**src/rtl/popcount_seq.sv**
```systemverilog
// rtl/popcount_seq.sv - sequential popcount of a wide word, one chunk per cycle
module popcount_seq #(
  parameter  int DATA_WIDTH = 16,
  parameter  int CHUNKS     = 4,
  localparam int CW         = $clog2(DATA_WIDTH*CHUNKS) + 1
) (
  input  logic                         clk,
  input  logic                         rst_n,
  input  logic                         clr,
  input  logic                         in_valid,
  output logic                         in_ready,
  input  logic [DATA_WIDTH*CHUNKS-1:0] in_data,
  output logic                         out_valid,
  input  logic                         out_ready,
  output logic [CW-1:0]                out_count,
  output logic                         busy
);

  localparam int IW = $clog2(CHUNKS);

  typedef enum logic [1:0] {IDLE, COUNT, DONE} state_t;

  state_t                        state_q, state_d;
  logic [DATA_WIDTH*CHUNKS-1:0]  data_q;
  logic [CW-1:0]                 acc_q;
  logic [IW-1:0]                 idx_q;
  logic [CW-1:0]                 pc;
  logic [CW-1:0]                 sum;
  logic                          accept;
  logic                          last;

  assign in_ready  = (state_q == IDLE) && rst_n;
  assign out_valid = (state_q == DONE);
  assign busy      = (state_q != IDLE);
  assign accept    = in_valid && in_ready && !clr;
  assign last      = (idx_q == IW'(CHUNKS-1));
  assign sum       = acc_q + pc;

  // The captured word shifts down each cycle, so the low chunk is always chunk[idx].
  always_comb begin
    pc = '0;
    for (int i = 0; i < DATA_WIDTH; i++) begin
      pc = pc + CW'(data_q[i]);
    end
  end

  always_comb begin
    state_d = state_q;
    case (state_q)
      IDLE:    if (accept) state_d = COUNT;
      COUNT:   if (last) state_d = DONE;
      DONE:    if (out_ready) state_d = IDLE;
      default: state_d = IDLE;
    endcase
    if (clr) state_d = IDLE;
  end

  always_ff @(posedge clk or negedge rst_n) begin
    if (!rst_n) begin
      state_q <= IDLE;
    end else begin
      state_q <= state_d;
    end
  end

  always_ff @(posedge clk or negedge rst_n) begin
    if (!rst_n) begin
      data_q    <= '0;
      acc_q     <= '0;
      idx_q     <= '0;
      out_count <= '0;
    end else if (clr) begin
      acc_q <= '0;
      idx_q <= '0;
    end else if (accept) begin
      data_q <= in_data;
      acc_q  <= '0;
      idx_q  <= '0;
    end else if (state_q == COUNT) begin
      data_q <= data_q >> DATA_WIDTH;
      acc_q  <= sum;
      idx_q  <= idx_q + 1'b1;
      if (last) out_count <= sum;
    end
  end

endmodule

```
**config.mk**
```make
export PLATFORM = sky130hd
export DESIGN_NAME = popcount_seq
export DESIGN_NICKNAME = d
export VERILOG_FILES = /design/src/rtl/popcount_seq.sv
export SDC_FILE = /design/constraint.sdc
export NUM_CORES = 1
export LEC_CHECK = 0
export CORE_UTILIZATION = 35
export DETAILED_ROUTE_END_ITERATION = 10
export GPL_TIMING_DRIVEN = 1
export SLEW_MARGIN = 20
export SYNTH_ARGS = -nofsm -noshare
export SYNTH_HDL_FRONTEND = slang
export SYNTH_SLANG_ARGS = --single-unit
```
**constraint.sdc**
```tcl
create_clock -name clk -period 5 [get_ports clk]
set_input_delay 0.75 -clock clk [delete_from_list [all_inputs] [get_ports clk]]
set_output_delay 0.75 -clock clk [all_outputs]
set_load 0.02 [all_outputs]
```
==> results of run 1 <==
-- state kept, by name, indices dropped and copies added (netlist names) --
name / count
data_q: 64
out_count: 7
acc_q: 7
state_q: 2
idx_q: 2
-- cells in the mapped netlist (all sizes together), types with 3 or more instances --
cell,count,area [sq um]
xnor2,3,26.3
ha,9,113
a21oi,4,20.0
a22oi,49,368
buf,17,135
mux2,5,56.3
a211o,3,26.3
a22o,6,52.6
dfrtp,82,2050
and3,3,18.8
nand2,133,499
fa,12,240
clkbuf,4,15.0
inv,22,82.6
o21ai,20,100
a21o,4,30.0
a31oi,3,18.8
-- stage by stage --
step	std cells	utilization	setup slack, ns
after floorplan	392	-	0.993
after global placement	594	0.438	0.888
after detailed placement	594	0.438	0.865
after CTS	610	0.466	0.862
after global routing	610	0.466	0.696
final	610	0.466	0.867
-- kinds of logic after synthesis --
logic type	after synthesis
flops	82
simple gates	147
xor+xnor	4
mux	5
buf+inv	43
fa+ha+maj	21
compound gates	90
-- power by group through the flow --
stage | logic, W | registers (W) | clock network (W)
3_5_place_dp | 0.000942 | 0.000881 | 0
4_1_cts | 0.000951 | 0.000869 | 0.000678
6_report | 0.000937 | 0.000867 | 0.000667
3_3_place_gp | 0.000934 | 0.000875 | 0
2_1_floorplan | 0.000721 | 0.000859 | 0
5_1_grt | 0.00109 | 0.000884 | 0.000706
-- area by class of cell --
type                    instances  area share
flip-flops and latches         82       0.403
inverters                      22      0.0162
repair buffers                 83       0.160
well taps                     140      0.0344
clock inverters                 7      0.0150
clock buffers                   9      0.0442
multi-input cells             267       0.328
-- routing by layer --
metal | vias up | track usage | wire (um)
met3 | 10 | 0.0265 | 309
met1 | 1419 | 0.232 | 4190
li1 | 1469 | - | -
met4 | 0 | 0.0675 | 129
met5 | - | 0 | 0
met2 | 61 | 0.245 | 4090
-- final timing paths --
| check | start | endpoint | slack, ns |
|---|---|---|---|
| worst max-delay path | data_q[0]$_DFFE_PN0P_ | out_count[4]$_DFFE_PN0P_ | 0.87 |
| worst min-delay path | rst_n | state_q[1]$_DFFE_PN0P_ | 0.39 |
| worst max register to register | data_q[0]$_DFFE_PN0P_ | out_count[4]$_DFFE_PN0P_ | 0.87 |
| worst min register to register | data_q[41]$_DFFE_PN0P_ | data_q[41]$_DFFE_PN0P_ | 0.47 |
| max in group asynchronous | rst_n | idx_q[0]$_DFFE_PN0P_ | 3.64 |
| min in group clk | data_q[41]$_DFFE_PN0P_ | data_q[41]$_DFFE_PN0P_ | 0.47 |
-- cell usage in the layout (no fill, tap or decap), types with 3 or more instances in the layout --
cell / netlist / final
xnor2_1: 3 / 3
fa_1: 12 / 12
and3_1: 3 / 3
a22oi_1: 49 / 49
clkdlybuf4s50_1: 0 / 77
a31oi_1: 3 / 3
a22o_1: 6 / 6
buf_4: 0 / 6
a21oi_1: 4 / 4
mux2_2: 5 / 5
a21o_1: 4 / 4
ha_1: 9 / 9
dfrtp_1: 82 / 82
nand2_1: 133 / 133
o21ai_0: 5 / 5
inv_1: 22 / 22
o21ai_1: 15 / 15
clkbuf_16: 0 / 9
==> summary.txt, run 1 <==
Synthesis
  – Asr flop ratio synth: 1.00
  – Simple-gate portion of the synthesized area: 0.151
  – Flops & latches, synth: 82
  – Ys flop type: dfrtp_1
  – Synthesis Warnings: 0
  – Synth Area in XOR/XNOR: 0.00888
  – Syn Inst Count: 392
  – Post-synth EDFFs: 0
  – Compound-Gate Fraction of Synth Area: 0.158
  – Main combinational cell family by area after synthesis: compound AO/OA/AOI/OAI gates
  – Multiplexer share of the synthesized area: 0.0143
  – Syn avg cell area: 10.1 sq um
  – Post-synthesis adder-cell area fraction: 0.0894
  – Netlist area before placement: 3950 sq um
  – Syn_nets: 482
  – Synth cell types: 29
  – Seq/Total Area, Yosys: 0.520

Worst setup path
  – WP data arrival: 4.36 ns
  – Kind of critical path: reg2reg
  – CP startpoint kind: register
  – Worst-path maximum fanout: 2
  – Cell family with most CP delay: adder cells
  – Critical path's slowest cell: fa_1
  – Critical Path Sink Type: register
  – CP most frequent cell: fa_1
  – Crit-path cells: fa_1 > inv_1 > fa_1 > fa_1 > fa_1 > inv_1 > fa_1 > fa_1 > a21o_1 > a21oi_1 > xnor2_1 > mux2_2
  – Worst R2R Path Depth: 12
  – Largest stage delay on the critical path: 0.54 ns
  – CP bufs+invs: 2
  – Req. time, crit path: 5.22 ns
  – Stages on worst setup path: 12

Clocking
  – Hold-fix buffers, CTS: 0
  – PostCTS Resize Cnt: 0
  – Clk_lat worst skew: 0.34 ns
  – Max clock buf depth: 2
  – Root buffer cell: clkbuf_16
  – CTS tree: yes
  – Clock transition at path regs: 0.07 ns
  – Setup repair bufs after CTS: 0
  – CTS H-Tree Depth: 3
  – Num CTS Buffers: 9
  – Clock Sinks: 82

Placed design
  – Detailed placement HPWL: 6100 um
  – Placer Congestion: 0.790
  – PortBufs: 78
  – Placed cell area: 4790 sq um

Layout
  – Fin nets: 555
  – Register Area: 2050 sq um
  – Layout cells sized above 1: 0.0638
  – Antenna diodes: 0
  – Syn-to-layout area delta: 29.1%
  – Multi-input gate area: 1670 sq um
  – Fill cells: 1,077
  – Post-route cell area: 5100 sq um

Power and ir drop
  – Switching share of power: 0.348
  – P_leak: 2.45 nW
  – Internal: 0.00161 W
  – Worst IR Drop VDD: 0.260 mV
  – Switching power: 0.000859 W
  – Logic pwr share: 0.379
  – Cell Pwr Density: 485 nW/um^2
  – Sequential share of power: 0.351
  – Clk pwr share: 0.270
  – Total power: 0.00247 W

Drt
  – First drt pass iteration count: 5
  – Via-to-Cell Ratio: 4.85
  – Post-DRT Antenna Nets: 0
  – DRC: 0
  – DRT iter0 DRCs: 124
  – Final WL: 8720 um
  – Routed via count: 2,959
  – Wire length per cell: 14.3 um

Floorplanning
  – Die Width: 108 um
  – Boundary Pins: 79
  – Rows: 38
  – Core Box Area: 10,900 sq um
  – DIE AREA: 11,700 sq um
  – Die Y: 108 um
  – Starting Density: 0.361

Run
  – Max_cap viols: 0

GRT
  – Vias in the first global route: 2,966
  – First-pass GRT wire length: 14,400 um
  – Initial antenna violation count: 0
  – Largest net degree at the start of global routing: 59
  – GRT Total Usage: 0.163
  – GRT overflow: 0

STA
  – Worst Skew: 0.0102 ns
  – Final setup vio count: 0
  – Minimum clock period: 4.13 ns
  – Worst Tran Pin Value: 1.00 ns
  – Post-route setup TNS: 0 ns
  – Worst slew margin: 0.330
  – Crit share post-route: 0.827
  – Final Max Tran Viols: 0
  – Hold Vio Cnt, Final: 0
  – FMAX: 242 MHz
  – Worst Hold Slack: 0.391 ns
  – RSZ-0062 raised after global routing: false

Outcome
  – Status: complete, no violations

Worst hold path
  – Worst hold path class: in2async
Power figures use the tool's default switching activity.
==> inputs of run 2 (changes only) <==
==> constraint.sdc (replaced) <==
create_clock -name clk -period 4.1 [get_ports clk]
set_input_delay 0.615 -clock clk [delete_from_list [all_inputs] [get_ports clk]]
set_output_delay 0.615 -clock clk [all_outputs]
set_load 0.02 [all_outputs]
==> run 2 against run 1 <==
Net effect: critical path depth is the same; clock power grew 8.2%; non-clock buffer count grew 1.
==> summary.txt, run 2 (same netlist as run 1, synthesis figures left out) <==
Worst setup path
  – Worst R2R Path Depth: 12 (unchanged)
  – Critical path's slowest cell: fa_1 (unchanged)
  – WP data arrival: 4.23 ns (was 4.36 ns)
  – Worst-path maximum fanout: 2 (unchanged)
  – CP startpoint kind: register (unchanged)
  – Kind of critical path: reg2reg (unchanged)
  – CP most frequent cell: fa_1 (unchanged)
  – Largest stage delay on the critical path: 0.53 ns (was 0.54 ns)
  – Crit-path cells: fa_1 > inv_1 > fa_1 > fa_1 > fa_1 > inv_1 > fa_2 > fa_2 > a21o_1 > a21oi_2 > xnor2_1 > mux2_2 (was fa_1 > inv_1 > fa_1 > fa_1 > fa_1 > inv_1 > fa_1 > fa_1 > a21o_1 > a21oi_1 > xnor2_1 > mux2_2)
  – Critical Path Sink Type: register (unchanged)
  – Req. time, crit path: 4.31 ns (was 5.22 ns)

Floorplanning
  – Boundary Pins: 79 (unchanged)
  – Die Width: 108 um (unchanged)
  – Core Box Area: 10,900 sq um (unchanged)
  – Rows: 38 (unchanged)
  – Die Y: 108 um (unchanged)
  – DIE AREA: 11,700 sq um (unchanged)
  – Starting Density: 0.361 (unchanged)

GRT
  – GRT overflow: 0 (unchanged)
  – GRT Total Usage: 0.162 (was 0.163)
  – First-pass GRT wire length: 14,500 um (was 14,400 um)
  – Vias in the first global route: 2,921 (was 2,966)
  – Initial antenna violation count: 0 (unchanged)
  – Largest net degree at the start of global routing: 82 (was 59)

Drt
  – Routed via count: 2,938 (was 2,959)
  – Final WL: 8950 um (was 8720 um)
  – DRT iter0 DRCs: 208 (was 124)
  – Via-to-Cell Ratio: 4.81 (was 4.85)
  – Wire length per cell: 14.7 um (was 14.3 um)
  – Post-DRT Antenna Nets: 0 (unchanged)
  – DRC: 0 (unchanged)
  – First drt pass iteration count: 4 (was 5)

Layout
  – Fin nets: 556 (was 555)
  – Syn-to-layout area delta: 28.7% (was 29.1%)
  – Top Registers: data_q (64), acc_q (7), out_count (7) (unchanged)
  – Antenna diodes: 0 (unchanged)
  – Commonest non-fill, non-tap cell in the layout: nand2_1 (unchanged)
  – Fill cells: 1,081 (was 1,077)
  – Largest Register: data_q (unchanged)
  – Non-Filler Instances: 611 (was 610)
  – Max FFs per register: 64 (unchanged)
  – Layout cells sized above 1: 0.0658 (was 0.0638)
  – Most frequent cells in the layout: 133 x nand2_1, 82 x dfrtp_1, 77 x clkdlybuf4s50_1 (unchanged)

STA
  – Worst Tran Pin Value: 0.861 ns (was 1.00 ns)
  – Minimum clock period: 4.01 ns (was 4.13 ns)
  – Final Max Tran Viols: 0 (unchanged)
  – FMAX: 249 MHz (was 242 MHz)
  – Hold Vio Cnt, Final: 0 (unchanged)
  – Crit share post-route: 0.979 (was 0.827)
  – Worst slew margin: 0.426 (was 0.330)
  – Worst Skew: 0.00594 ns (was 0.0102 ns)
  – Final setup vio count: 0 (unchanged)

Clocking
  – Num CTS Buffers: 9 (unchanged)
  – CTS tree: yes (unchanged)
  – Clock Sinks: 82 (unchanged)
  – CTS H-Tree Depth: 3 (unchanged)
  – Clk_lat worst skew: 0.33 ns (was 0.34 ns)
  – Root buffer cell: clkbuf_16 (unchanged)
  – Max clock buf depth: 2 (unchanged)
  – Clock transition at path regs: 0.06 ns (was 0.07 ns)

Placed design
  – Detailed placement HPWL: 5970 um (was 6100 um)
  – Placed insts: 594 (unchanged)
  – Placer Congestion: 0.754 (was 0.790)
  – PortBufs: 78 (unchanged)

Power and ir drop
  – Total power: 0.00302 W (was 0.00247 W)
  – Cell Pwr Density: 595 nW/um^2 (was 485 nW/um^2)
  – P_leak: 2.43 nW (was 2.45 nW)
  – Worst IR Drop VDD: 0.306 mV (was 0.260 mV)

Run
  – Max_cap viols: 0 (unchanged)

Worst hold path
  – Worst hold path class: in2async (unchanged)

Outcome
  – Status: complete, no violations (unchanged)
[run 2: changes by cell type in the layout (fill, tap and decap cells not counted), moves of 2 or more]
cell,previous run,this run
inv_6,2,0
fa_2,0,2
clkbuf_1,0,3
fa_1,12,10
[run 2: cell type report]
class                   count  area [sq um]  share of cell area
clock inverters             4          28.8             0.00567
inverters                  22          82.6              0.0163
clock buffers              12           236              0.0466
well taps                 140           175              0.0345
repair buffers             84           823               0.162
flip-flops and latches     82          2050               0.404
multi-input cells         267          1680               0.331
[run 2: timing repair]
item	in CTS	in global routing
hold buffers	0	0
resized for setup	1	3
endpoints found under the setup margin	2	4
setup buffers	0	1
pin swaps	0	3
[run 2: critical path, delay by kind of cell, from the launching register on]
kind | cells | cell delay [ns]
flip-flops | 1 | 0.40
buffers and inverters | 2 | 0.10
AO/OA/AOI/OAI | 2 | 0.38
multiplexers | 1 | 0.27
adder cells (fa/ha/maj) | 6 | 2.64
XOR/XNOR | 1 | 0.10
[run 2: per-layer routing]
| metal | up-vias | part of all wire | GRT usage |
|---|---|---|---|
| met1 | 1394 | 0.48 | 0.230 |
| met4 | 0 | 0.012 | 0.0587 |
| met5 | - | 0 | 0 |
| met2 | 58 | 0.47 | 0.239 |
| met3 | 11 | 0.046 | 0.0404 |
| li1 | 1475 | - | - |
[run 2: stage by stage]
stage / hold slack [ns] / setup slack (ns) / area (sq um) / utilization / setup TNS (ns)
floorplan: 0.319 / 0.0928 / 3950 / - / 0
finish: 0.201 / 0.0858 / 5080 / 0.465 / 0
CTS: 0.211 / 0.0164 / 5060 / 0.463 / 0
detailed placement: 0.463 / -0.0155 / 4790 / 0.438 / -0.0190
global route: 0.227 / -0.00773 / 5080 / 0.465 / -0.00773
global placement: 0.459 / 0.00341 / 4790 / 0.438 / 0
[run 2: power by group]
group / internal (W) / switching (W)
clock network: 0.000411 / 0.000311
logic: 0.000590 / 0.000655
registers: 0.000963 / 0.0000959
[run 2: final timing paths]
path / from / endpoint / slack, ns
setup reg to reg: data_q[5]$_DFFE_PN0P_ / out_count[4]$_DFFE_PN0P_ / 0.09
min in group clk: data_q[34]$_DFFE_PN0P_ / data_q[34]$_DFFE_PN0P_ / 0.48
hold reg to reg: data_q[34]$_DFFE_PN0P_ / data_q[34]$_DFFE_PN0P_ / 0.48
hold / removal: rst_n / data_q[58]$_DFFE_PN0P_ / 0.20
max in group asynchronous: rst_n / data_q[3]$_DFFE_PN0P_ / 2.86
setup / recovery: data_q[5]$_DFFE_PN0P_ / out_count[4]$_DFFE_PN0P_ / 0.09
==> inputs of run 3 (changes only) <==
--- a/config.mk
+++ b/config.mk
@@ -6,8 +6,10 @@
 export NUM_CORES = 1
 export LEC_CHECK = 0
 export CORE_UTILIZATION = 35
+export CTS_BUF_LIST = sky130_fd_sc_hd__clkbuf_8
 export DETAILED_ROUTE_END_ITERATION = 10
 export GPL_TIMING_DRIVEN = 1
+export PLACE_DENSITY = 0.61
 export SLEW_MARGIN = 20
 export SYNTH_ARGS = -nofsm -noshare
 export SYNTH_HDL_FRONTEND = slang
==> run 3 against run 2 <==
Net effect: register-to-register slack improved by 0.02 ns; power is 4.5% lower; core utilization decreased by 0.69 points; global-route usage rose by 0.20 points; clock power fell by 19%; combinational power is essentially flat; sequential power is essentially flat; maximum frequency grew 0.58%; wire length fell by 0.41%.
==> summary.txt, run 3 (same netlist as run 1, synthesis figures left out) <==
Power and ir drop
  – Sequential share of power: 0.366 (was 0.350)
  – P_leak: 2.41 nW (was 2.43 nW)
  – Internal: 0.00186 W (was 0.00196 W)
  – Cell Pwr Density: 577 nW/um^2 (was 595 nW/um^2)
  – Worst IR Drop VDD: 0.323 mV (was 0.306 mV)
  – Switching power: 0.00103 W (was 0.00106 W)
  – Clk pwr share: 0.202 (was 0.239)
  – Logic pwr share: 0.432 (was 0.411)
  – Switching share of power: 0.357 (was 0.351)

Layout
  – Syn-to-layout area delta: 26.8% (was 28.7%)
  – Top Registers: data_q (64), acc_q (7), out_count (7) (unchanged)
  – Fill cells: 1,076 (was 1,081)
  – Largest Register: data_q (unchanged)
  – Commonest non-fill, non-tap cell in the layout: nand2_1 (unchanged)
  – Antenna diodes: 0 (unchanged)
  – Fin nets: 555 (was 556)
  – Most frequent cells in the layout: 133 x nand2_1, 82 x dfrtp_1, 77 x clkdlybuf4s50_1 (unchanged)
  – Max FFs per register: 64 (unchanged)
  – Non-Filler Instances: 610 (was 611)
  – Layout cells sized above 1: 0.0638 (was 0.0658)

Placed design
  – Worst slack, placed: -0.0323 ns (was -0.0155 ns)
  – Detailed placement HPWL: 6140 um (was 5970 um)
  – PortBufs: 78 (unchanged)
  – Placed insts: 594 (unchanged)
  – Placer Congestion: 0.772 (was 0.754)

Worst setup path
  – Critical path's slowest cell: fa_1 (unchanged)
  – CP startpoint kind: register (unchanged)
  – Worst-path maximum fanout: 2 (unchanged)
  – WP data arrival: 4.23 ns (about the same)
  – Req. time, crit path: 4.34 ns (was 4.31 ns)
  – Crit-path cells: fa_1 > inv_1 > fa_1 > fa_1 > fa_1 > inv_1 > fa_2 > fa_2 > a21o_1 > a21oi_2 > xnor2_1 > mux2_2 (unchanged)
  – Largest stage delay on the critical path: 0.53 ns (about the same)
  – CP most frequent cell: fa_1 (unchanged)
  – Critical Path Sink Type: register (unchanged)
  – Worst R2R Path Depth: 12 (unchanged)
  – Kind of critical path: reg2reg (unchanged)

Floorplanning
  – Die Y: 108 um (unchanged)
  – Die Width: 108 um (unchanged)
  – Rows: 38 (unchanged)
  – Boundary Pins: 79 (unchanged)
  – Core Box Area: 10,900 sq um (unchanged)
  – Starting Density: 0.361 (unchanged)
  – DIE AREA: 11,700 sq um (unchanged)

Clocking
  – Setup repair bufs after CTS: 0 (unchanged)
  – Hold-fix buffers, CTS: 0 (unchanged)
  – CTS H-Tree Depth: 3 (unchanged)
  – Max clock buf depth: 2 (unchanged)
  – CTS tree: yes (unchanged)
  – Clock Sinks: 82 (unchanged)
  – Clock transition at path regs: 0.08 ns (was 0.06 ns)
  – Root buffer cell: clkbuf_8 (was clkbuf_16)
  – Num CTS Buffers: 9 (unchanged)
  – Clk_lat worst skew: 0.35 ns (was 0.33 ns)

STA
  – Worst Tran Pin Value: 0.837 ns (was 0.861 ns)
  – Worst Skew: 0.00508 ns (was 0.00594 ns)
  – Hold Vio Cnt, Final: 0 (unchanged)
  – Post-route setup TNS: 0 ns (unchanged)
  – Worst slew margin: 0.442 (was 0.426)
  – FMAX: 251 MHz (was 249 MHz)
  – Final worst slack: 0.109 ns (was 0.0858 ns)
  – RSZ-0062 raised after global routing: true
  – Final Max Tran Viols: 0 (unchanged)
  – Final setup vio count: 0 (unchanged)
  – Crit share post-route: 0.973 (was 0.979)
  – Worst Hold Slack: 0.229 ns (was 0.201 ns)
  – Minimum clock period: 3.99 ns (was 4.01 ns)

Drt
  – DRC: 0 (unchanged)
  – Final WL: 8920 um (was 8950 um)
  – Wire length per cell: 14.6 um (was 14.7 um)
  – DRT iter0 DRCs: 159 (was 208)
  – Via-to-Cell Ratio: 4.84 (was 4.81)
  – Routed via count: 2,954 (was 2,938)
  – Post-DRT Antenna Nets: 0 (unchanged)
  – First drt pass iteration count: 5 (was 4)

GRT
  – GRT overflow: 0 (unchanged)
  – Initial antenna violation count: 0 (unchanged)
  – Largest net degree at the start of global routing: 82 (unchanged)
  – GRT Total Usage: 0.164 (was 0.162)
  – First-pass GRT wire length: 14,600 um (was 14,500 um)
  – Vias in the first global route: 2,948 (was 2,921)

Outcome
  – Status: complete, no violations (unchanged)

Worst hold path
  – Worst hold path class: in2async (unchanged)

Run
  – Max_cap viols: 0 (unchanged)
## run 3: cell types whose count changed in the layout (fill, tap and decap cells not counted)
cell        change
clkinvlp_4      -2
clkbuf_8       +11
clkbuf_16       -9
o21ai_1         +2
clkinv_4        -1
bufinv_16       +1
inv_1           +3
clkbuf_1        -3
o21ai_0         -2
buf_4           -1
## run 3: through the flow
stage / cell area, sq um / util / total power [W]
CTS: 4990 / 0.457 / 0.00292
floorplan: 3950 / - / 0.00193
global route: 5000 / 0.458 / 0.00314
detailed placement: 4790 / 0.438 / 0.00229
global placement: 4790 / 0.438 / 0.00224
finish: 5000 / 0.458 / 0.00289
## run 3: what timing repair did
item / 4_1_cts / 5_1_grt
pin swaps: 0 / 6
endpoints found under the setup margin: 3 / 4
endpoints found under the hold margin: 0 / 0
resized for setup: 1 / 5
## run 3: final timing paths
path / slack (ns) / start / to
hold / removal: 0.23 / rst_n / out_count[6]$_DFFE_PN0P_
setup / recovery: 0.11 / data_q[5]$_DFFE_PN0P_ / out_count[4]$_DFFE_PN0P_
min in group clk: 0.48 / data_q[38]$_DFFE_PN0P_ / data_q[38]$_DFFE_PN0P_
setup reg to reg: 0.11 / data_q[5]$_DFFE_PN0P_ / out_count[4]$_DFFE_PN0P_
max in group asynchronous: 2.91 / rst_n / idx_q[0]$_DFFE_PN0P_
hold reg to reg: 0.48 / data_q[38]$_DFFE_PN0P_ / data_q[38]$_DFFE_PN0P_
## run 3: worst max-delay path, delay by kind of cell (launching register included)
| family | cells | cell delay [ns] |
|---|---|---|
| fa+ha+maj | 6 | 2.67 |
| flops | 1 | 0.41 |
| compound gates | 2 | 0.35 |
| mux | 1 | 0.27 |
| buf+inv | 2 | 0.11 |
| xor+xnor | 1 | 0.09 |
## run 3: routing by layer
layer / global-route usage / up-vias / wire, um
li1: - / 1468 / -
met1: 0.232 / 1418 / 4200
met2: 0.248 / 62 / 4340
met3: 0.0386 / 6 / 306
met4: 0.0528 / 0 / 76
met5: 0 / - / 0
## run 3: layout make-up
| class | count | area, sq um | area share |
|---|---|---|---|
| Clock buffer | 11 | 151 | 0.0302 |
| Inverter | 22 | 82.6 | 0.0165 |
| Timing Repair Buffer | 83 | 816 | 0.163 |
| Multi-Input combinational cell | 267 | 1680 | 0.336 |
| Tap cell | 140 | 175 | 0.0350 |
| Sequential cell | 82 | 2050 | 0.410 |
| Clock inverter | 5 | 46.3 | 0.00925 |
## run 3: power by group through the flow
| stage | logic (W) | clock network [W] | registers (W) |
|---|---|---|---|
| after CTS | 0.00125 | 0.000604 | 0.00106 |
| after global placement | 0.00117 | 0 | 0.00107 |
| after detailed placement | 0.00121 | 0 | 0.00108 |
| after floorplan | 0.000880 | 0 | 0.00105 |
| final | 0.00125 | 0.000584 | 0.00106 |
| after global routing | 0.00142 | 0.000639 | 0.00108 |
